## config.mk

```make
export PLATFORM = sky130hd
export DESIGN_NAME = register_file_sb_flat
export DESIGN_NICKNAME = d
export VERILOG_FILES = /design/src/rtl/register_file_sb_if.sv /design/src/rtl/register_file_sb.sv /design/src/flat_wrapper.sv
export SDC_FILE = /design/constraint.sdc
export NUM_CORES = 2
export LEC_CHECK = 0
export CORE_MARGIN = 5
export CORE_UTILIZATION = 45
export CTS_CLUSTER_DIAMETER = 150
export DETAILED_ROUTE_END_ITERATION = 6
export PLACE_DENSITY = 0.63
export RECOVER_POWER = 25
export REMOVE_ABC_BUFFERS = 1
export SLEW_MARGIN = 20
export SYNTH_ARGS = -nofsm -noshare
export SYNTH_HDL_FRONTEND = slang
export SYNTH_SLANG_ARGS = --single-unit
```

## constraint.sdc

```tcl
create_clock -name clk -period 16.3 [get_ports clk]
set_input_delay 3.26 -clock clk [delete_from_list [all_inputs] [get_ports clk]]
set_output_delay 3.26 -clock clk [all_outputs]
set_load 0.005 [all_outputs]
```

## src/rtl/register_file_sb_if.sv

```systemverilog
// register_file_sb_if: read, writeback and reserve bus between issue/writeback and the register file
interface register_file_sb_if #(
  parameter int DATA_WIDTH     = 32,
  parameter int LOG2_REGISTERS = 5,
  parameter int READ_PORTS     = 2
);
  logic [READ_PORTS*LOG2_REGISTERS-1:0] rd_addr;
  logic [READ_PORTS*DATA_WIDTH-1:0]     rd_data;
  logic [READ_PORTS-1:0]                rd_ready;
  logic                                 wb_en;
  logic [LOG2_REGISTERS-1:0]            wb_addr;
  logic [DATA_WIDTH-1:0]                wb_data;
  logic                                 rsv_en;
  logic [LOG2_REGISTERS-1:0]            rsv_addr;
  logic [LOG2_REGISTERS-1:0]            busy_count;
  logic                                 wb_spurious;
  modport master (
    output rd_addr, wb_en, wb_addr, wb_data, rsv_en, rsv_addr,
    input  rd_data, rd_ready, busy_count, wb_spurious
  );
  modport slave (
    input  rd_addr, wb_en, wb_addr, wb_data, rsv_en, rsv_addr,
    output rd_data, rd_ready, busy_count, wb_spurious
  );
endinterface

```

## src/rtl/register_file_sb.sv

```systemverilog
// register_file_sb: multi-port register file with writeback bypass and busy scoreboard
module register_file_sb #(
  parameter int DATA_WIDTH     = 32,
  parameter int REGISTERS      = 32,
  parameter int LOG2_REGISTERS = 5,
  parameter int READ_PORTS     = 2,
  parameter bit BYPASS         = 1'b1
) (
  input  logic               clk,
  input  logic               rst_n,
  register_file_sb_if.slave  bus
);
  logic [DATA_WIDTH-1:0]          regs_q [REGISTERS];
  logic [DATA_WIDTH-1:0]          regs_d [REGISTERS];
  logic [REGISTERS-1:0]           busy_q, busy_d;
  logic [LOG2_REGISTERS-1:0]      busy_count_q, busy_count_d;
  logic                           wb_spurious_q, wb_spurious_d;
  logic [READ_PORTS*DATA_WIDTH-1:0] rd_data;
  logic [READ_PORTS-1:0]          rd_ready;
  // next array/scoreboard state; a same-cycle reserve overrides the writeback clear
  always_comb begin
    regs_d = regs_q;
    busy_d = busy_q;
    busy_count_d = '0;
    for (int r = 1; r < REGISTERS; r++) begin
      if (bus.wb_en && bus.wb_addr == LOG2_REGISTERS'(r)) begin
        regs_d[r] = bus.wb_data;
        busy_d[r] = 1'b0;
      end
      if (bus.rsv_en && bus.rsv_addr == LOG2_REGISTERS'(r)) busy_d[r] = 1'b1;
      busy_count_d = busy_count_d + LOG2_REGISTERS'(busy_d[r]);
    end
    regs_d[0] = '0;
    busy_d[0] = 1'b0;
    wb_spurious_d = bus.wb_en && bus.wb_addr != '0 && !busy_q[bus.wb_addr] &&
                    !(bus.rsv_en && bus.rsv_addr == bus.wb_addr);
  end
  // combinational read ports: x0 is zero, then bypass, then array
  always_comb begin
    rd_data = '0;
    rd_ready = '0;
    for (int p = 0; p < READ_PORTS; p++) begin
      rd_data[p*DATA_WIDTH +: DATA_WIDTH] =
        bus.rd_addr[p*LOG2_REGISTERS +: LOG2_REGISTERS] == '0 ? '0 :
        (BYPASS && bus.wb_en && bus.wb_addr == bus.rd_addr[p*LOG2_REGISTERS +: LOG2_REGISTERS]) ? bus.wb_data :
        regs_q[bus.rd_addr[p*LOG2_REGISTERS +: LOG2_REGISTERS]];
      rd_ready[p] =
        bus.rd_addr[p*LOG2_REGISTERS +: LOG2_REGISTERS] == '0 ||
        (BYPASS && bus.wb_en && bus.wb_addr == bus.rd_addr[p*LOG2_REGISTERS +: LOG2_REGISTERS]) ||
        !busy_q[bus.rd_addr[p*LOG2_REGISTERS +: LOG2_REGISTERS]];
    end
  end
  // state registers with synchronous active-low reset overriding all strobes
  always_ff @(posedge clk) begin
    if (!rst_n) begin
      for (int r = 0; r < REGISTERS; r++) regs_q[r] <= '0;
      busy_q <= '0;
      busy_count_q <= '0;
      wb_spurious_q <= 1'b0;
    end else begin
      regs_q <= regs_d;
      busy_q <= busy_d;
      busy_count_q <= busy_count_d;
      wb_spurious_q <= wb_spurious_d;
    end
  end
  assign bus.rd_data = rd_data;
  assign bus.rd_ready = rd_ready;
  assign bus.busy_count = busy_count_q;
  assign bus.wb_spurious = wb_spurious_q;
endmodule

```

## src/flat_wrapper.sv

```systemverilog
// flat-port wrapper written by rule: the top's interface ports become plain ports
module register_file_sb_flat 
#(
  parameter int DATA_WIDTH     = 32,
  parameter int REGISTERS      = 32,
  parameter int LOG2_REGISTERS = 5,
  parameter int READ_PORTS     = 2,
  parameter bit BYPASS         = 1'b1
)
  (clk, rst_n, bus_rd_addr, bus_wb_en, bus_wb_addr, bus_wb_data, bus_rsv_en, bus_rsv_addr, bus_rd_data, bus_rd_ready, bus_busy_count, bus_wb_spurious);
  register_file_sb_if #(.DATA_WIDTH(DATA_WIDTH), .LOG2_REGISTERS(LOG2_REGISTERS), .READ_PORTS(READ_PORTS)) bus_i ();
  input  logic clk;
  input  logic rst_n;
  input wire logic [$bits(bus_i.rd_addr)-1:0] bus_rd_addr;
  input wire logic [$bits(bus_i.wb_en)-1:0] bus_wb_en;
  input wire logic [$bits(bus_i.wb_addr)-1:0] bus_wb_addr;
  input wire logic [$bits(bus_i.wb_data)-1:0] bus_wb_data;
  input wire logic [$bits(bus_i.rsv_en)-1:0] bus_rsv_en;
  input wire logic [$bits(bus_i.rsv_addr)-1:0] bus_rsv_addr;
  output wire logic [$bits(bus_i.rd_data)-1:0] bus_rd_data;
  output wire logic [$bits(bus_i.rd_ready)-1:0] bus_rd_ready;
  output wire logic [$bits(bus_i.busy_count)-1:0] bus_busy_count;
  output wire logic [$bits(bus_i.wb_spurious)-1:0] bus_wb_spurious;
  assign bus_i.rd_addr = bus_rd_addr;
  assign bus_i.wb_en = bus_wb_en;
  assign bus_i.wb_addr = bus_wb_addr;
  assign bus_i.wb_data = bus_wb_data;
  assign bus_i.rsv_en = bus_rsv_en;
  assign bus_i.rsv_addr = bus_rsv_addr;
  assign bus_rd_data = bus_i.rd_data;
  assign bus_rd_ready = bus_i.rd_ready;
  assign bus_busy_count = bus_i.busy_count;
  assign bus_wb_spurious = bus_i.wb_spurious;
  register_file_sb #(.DATA_WIDTH(DATA_WIDTH), .REGISTERS(REGISTERS), .LOG2_REGISTERS(LOG2_REGISTERS), .READ_PORTS(READ_PORTS), .BYPASS(BYPASS)) u_core (.clk(clk), .rst_n(rst_n), .bus(bus_i));
endmodule
```

==> results.cfg <==
[clock_tree]
cts_sinks = 1029
cts.clk_slew.worst_paths_ns = 0.06
cts_setup_buffers = 0
cts_tree = done
numCtsBuffers = 112
root_buffer = clkbuf_16
htreeDepth = 3
cts_resized = 0
cts_buffer_depth = 3
cts_hold_buffers = 0
clk_latency_ns = 0.72

[floorplanning]
die_w_um = 364.3
die_h_um = 364.3
die_area_sq_mm = 0.1327
rows = 130
initial_core_util_pct = 45.11
num_io_pins = 128
core-area_sq_mm = 0.1252

[drt]
drc = 0
antenna_left = 0
vias_per_cell = 6.387
firstDrtPassIters = 6
wirelength_mm = 218.1
wl_per_cell_um = 28.13
vias = 49540
drt-initial-drc-count = 6545

[sta]
hold_ws_ns = 0.4697
skew_ns = 0.009699
hold_viol_final = 0
min_period_ns = 11.85
finalSetupTns_ns = 0
fmax_ghz = 0.08439
worstMarginPinSlew_ns = 3.194
setup_viol = 0
period_share_pct = 72.69
rsz0062_at_grt = false
slew_viol_final = 620
slew_headroom_pct = -113.0
fin_ws_ns = 4.451

[setup_path]
crit_start = bus_wb_addr[0]
path_max_fanout = 33
cp_top_family = buffers and inverters
r2r_slack_ns = 11.14
crit_top_cell = fa_1
crit_path_start_kind = input port
critPathMaxStageDelay_ns = 1.92
cp_slowest_cell = clkbuf_1
cp.arrival_ns = 12.46
r2r_start = u_core.busy_q[2]
criticalPathCategory = in2reg
rr_endpoint = u_core.bus.busy_count[4]
path_buf_inv = 7
r2r_cells = 18
worstPathCellList = dlygate4sd3_1, clkbuf_1, nor2b_1, nand2_1, clkbuf_1, a22o_1, ha_1, inv_1, fa_1, fa_1, fa_1, fa_1, fa_1, inv_1, fa_1, ha_1, inv_1, fa_1, inv_1, a21o_1, a21oi_1, xnor2_1, and2_1
cp_data_required_time_ns = 16.91
worstSetupEndpointType = flip-flop

[placed_design]
post-dp-hpwl_mm = 126.2
gp_congestion = 0.9323
placed_cells = 7542
dp_slack_ns = 5.419
placed_area_sq_mm = 0.05839
portBuffers = 127

[synthesis]
ys_types = 64
syn_avg_cell_area_sq_um = 9.020
yosysWarnings = 0
synthArstFlopShare_pct = 0
syn_inst = 6263
synthFlopType = dfxtp_1
syn_area_sq_mm = 0.05649
ys_ff_latch = 1029
synth_edf_count = 0
synth_seq_area_share_pct = 36.46

[cells_and_area]
nNetsFinal = 6094
final_area_sq_mm = 0.06218
final_util_pct = 49.65
drive_gt1_share_pct = 15.70
syn_to_final_growth_pct = 10.07
instances_no_fill = 7755

[global_route]
grt_antenna_before_repair = 6
grt_max_degree = 140
grt_pass1_wl_mm = 319.1
overflow = 0
grt_pass1_vias = 47390
grt.total_usage_pct = 32.01

[pwr]
p_leak_nw = 20.01
peakVddDrop_v = 0.00009357
powerDensity_mw_per_mm2 = 93.82
power_mw = 5.834

[worst_hold_path]
hold_path_class = reg2reg
hold-path-endpoint = u_core.regs_q[506]
min_from = u_core.regs_q[506]
hold_depth = 2

[outcome]
status = complete, but fails checks
violations = capacitance limit, slew limit

[run]
maxCapViolCount = 19
## per-layer routing
layer,share of wire (%),track usage [%],vias up,wire [um]
met5,0.0060,0,-,13
met4,5.5,15.54,2,11960
met3,12,8.548,670,26200
met2,44,49.16,3073,95760
met1,39,42.07,24440,84200
li1,-,-,21350,-
## cell type report
type / instances / area, sq um
clock inverters: 55 / 586.8
fillers: 11560 / 63070
flip-flops and latches: 1029 / 20600
repair buffers: 282 / 2376
clock buffers: 156 / 3281
multi-input cells: 4551 / 33150
inverters: 30 / 112.6
diodes: 2 / 5.005
well taps: 1650 / 2064
## worst max path at each step
| stage | endpoint | slack [ns] | depth (start not counted) |
|---|---|---|---|
| 2_1_floorplan | u_core.bus.busy_count[4] | 7.32 | 19 |
| 3_3_place_gp | bus_rd_data[47] | 5.50 | 9 |
| 3_5_place_dp | bus_rd_data[47] | 5.42 | 9 |
| 4_1_cts | bus_rd_data[47] | 5.44 | 9 |
| 5_1_grt | u_core.bus.busy_count[4] | 4.17 | 22 |
| 6_report | u_core.bus.busy_count[4] | 4.45 | 23 |
## cell usage in the layout (no fill, tap or decap), types with 15 or more instances in the layout
master / n
nor2_1: 87
o21ai_0: 37
nand2_1: 2082
a31oi_1: 35
a32o_1: 33
clkinv_2: 35
nand2b_1: 15
nand3_1: 47
a21oi_1: 52
mux2_2: 115
nor2b_1: 35
a21boi_0: 984
clkdlybuf4s50_1: 108
a221oi_1: 66
clkbuf_1: 34
nand2_2: 19
buf_4: 137
dfxtp_1: 1029
nor2_4: 24
mux4_2: 419
fa_1: 23
mux2i_1: 122
o22ai_1: 45
inv_1: 28
nor3_1: 46
clkbuf_8: 27
and2_1: 22
clkbuf_16: 114
a22oi_1: 81
## synth_stat cells (47+ instances only)
cell type | count | area [sq um]
nor2_1 | 112 | 420.4
buf_2 | 118 | 590.6
mux2i_1 | 122 | 1221
mux2_2 | 115 | 1295
a22oi_1 | 81 | 608.1
a21boi_0 | 984 | 7387
a21oi_1 | 52 | 260.3
a221oi_1 | 66 | 578.1
clkbuf_1 | 425 | 1595
nand2_1 | 2101 | 7886
nand3_1 | 54 | 270.3
dfxtp_1 | 1029 | 20600
nor3_1 | 54 | 270.3
mux4_2 | 419 | 9437
buf_4 | 47 | 352.8
## sequential cells by signal (all words and copies together) (netlist names)
name,cells
u_core.bus.wb_spurious,1
u_core.regs_q,992
u_core.bus.busy_count,5
u_core.busy_q,31
## worst reg2reg max path, cell delays in order, from the launching register on
cell,delay [ns]
dfxtp_1,0.34
a22o_1,0.23
ha_1,0.28
inv_1,0.04
fa_1,0.51
fa_1,0.44
fa_1,0.53
fa_1,0.44
fa_1,0.51
inv_1,0.05
fa_1,0.48
ha_1,0.17
inv_1,0.06
fa_1,0.45
inv_1,0.07
a21o_1,0.10
a21oi_1,0.07
xnor2_1,0.12
and2_1,0.15
## power by group
part / total, mW / switching, mW / internal [mW]
Clock: 2.69 / 1.13 / 1.56
Combinational: 0.594 / 0.384 / 0.210
Sequential: 2.55 / 0.0147 / 2.54
Total: 5.83 / 1.53 / 4.31
## kinds of logic (layout without fill, tap and decap cells)
kind of cell | count (synthesis) | after routing | synth area share (%)
DFF | 1029 | 1029 | 36.46
muxes | 656 | 656 | 21.16
AOI/OAI and AO/OA | 1418 | 1418 | 18.72
other | 0 | 2 | 0
buffers and inverters | 683 | 523 | 5.475
xor gates and xnor gates | 18 | 18 | 0.2791
and+or+nand+nor | 2427 | 2427 | 16.89
adders and majority gates | 32 | 32 | 1.014
(Power assumes the default switching activity.)
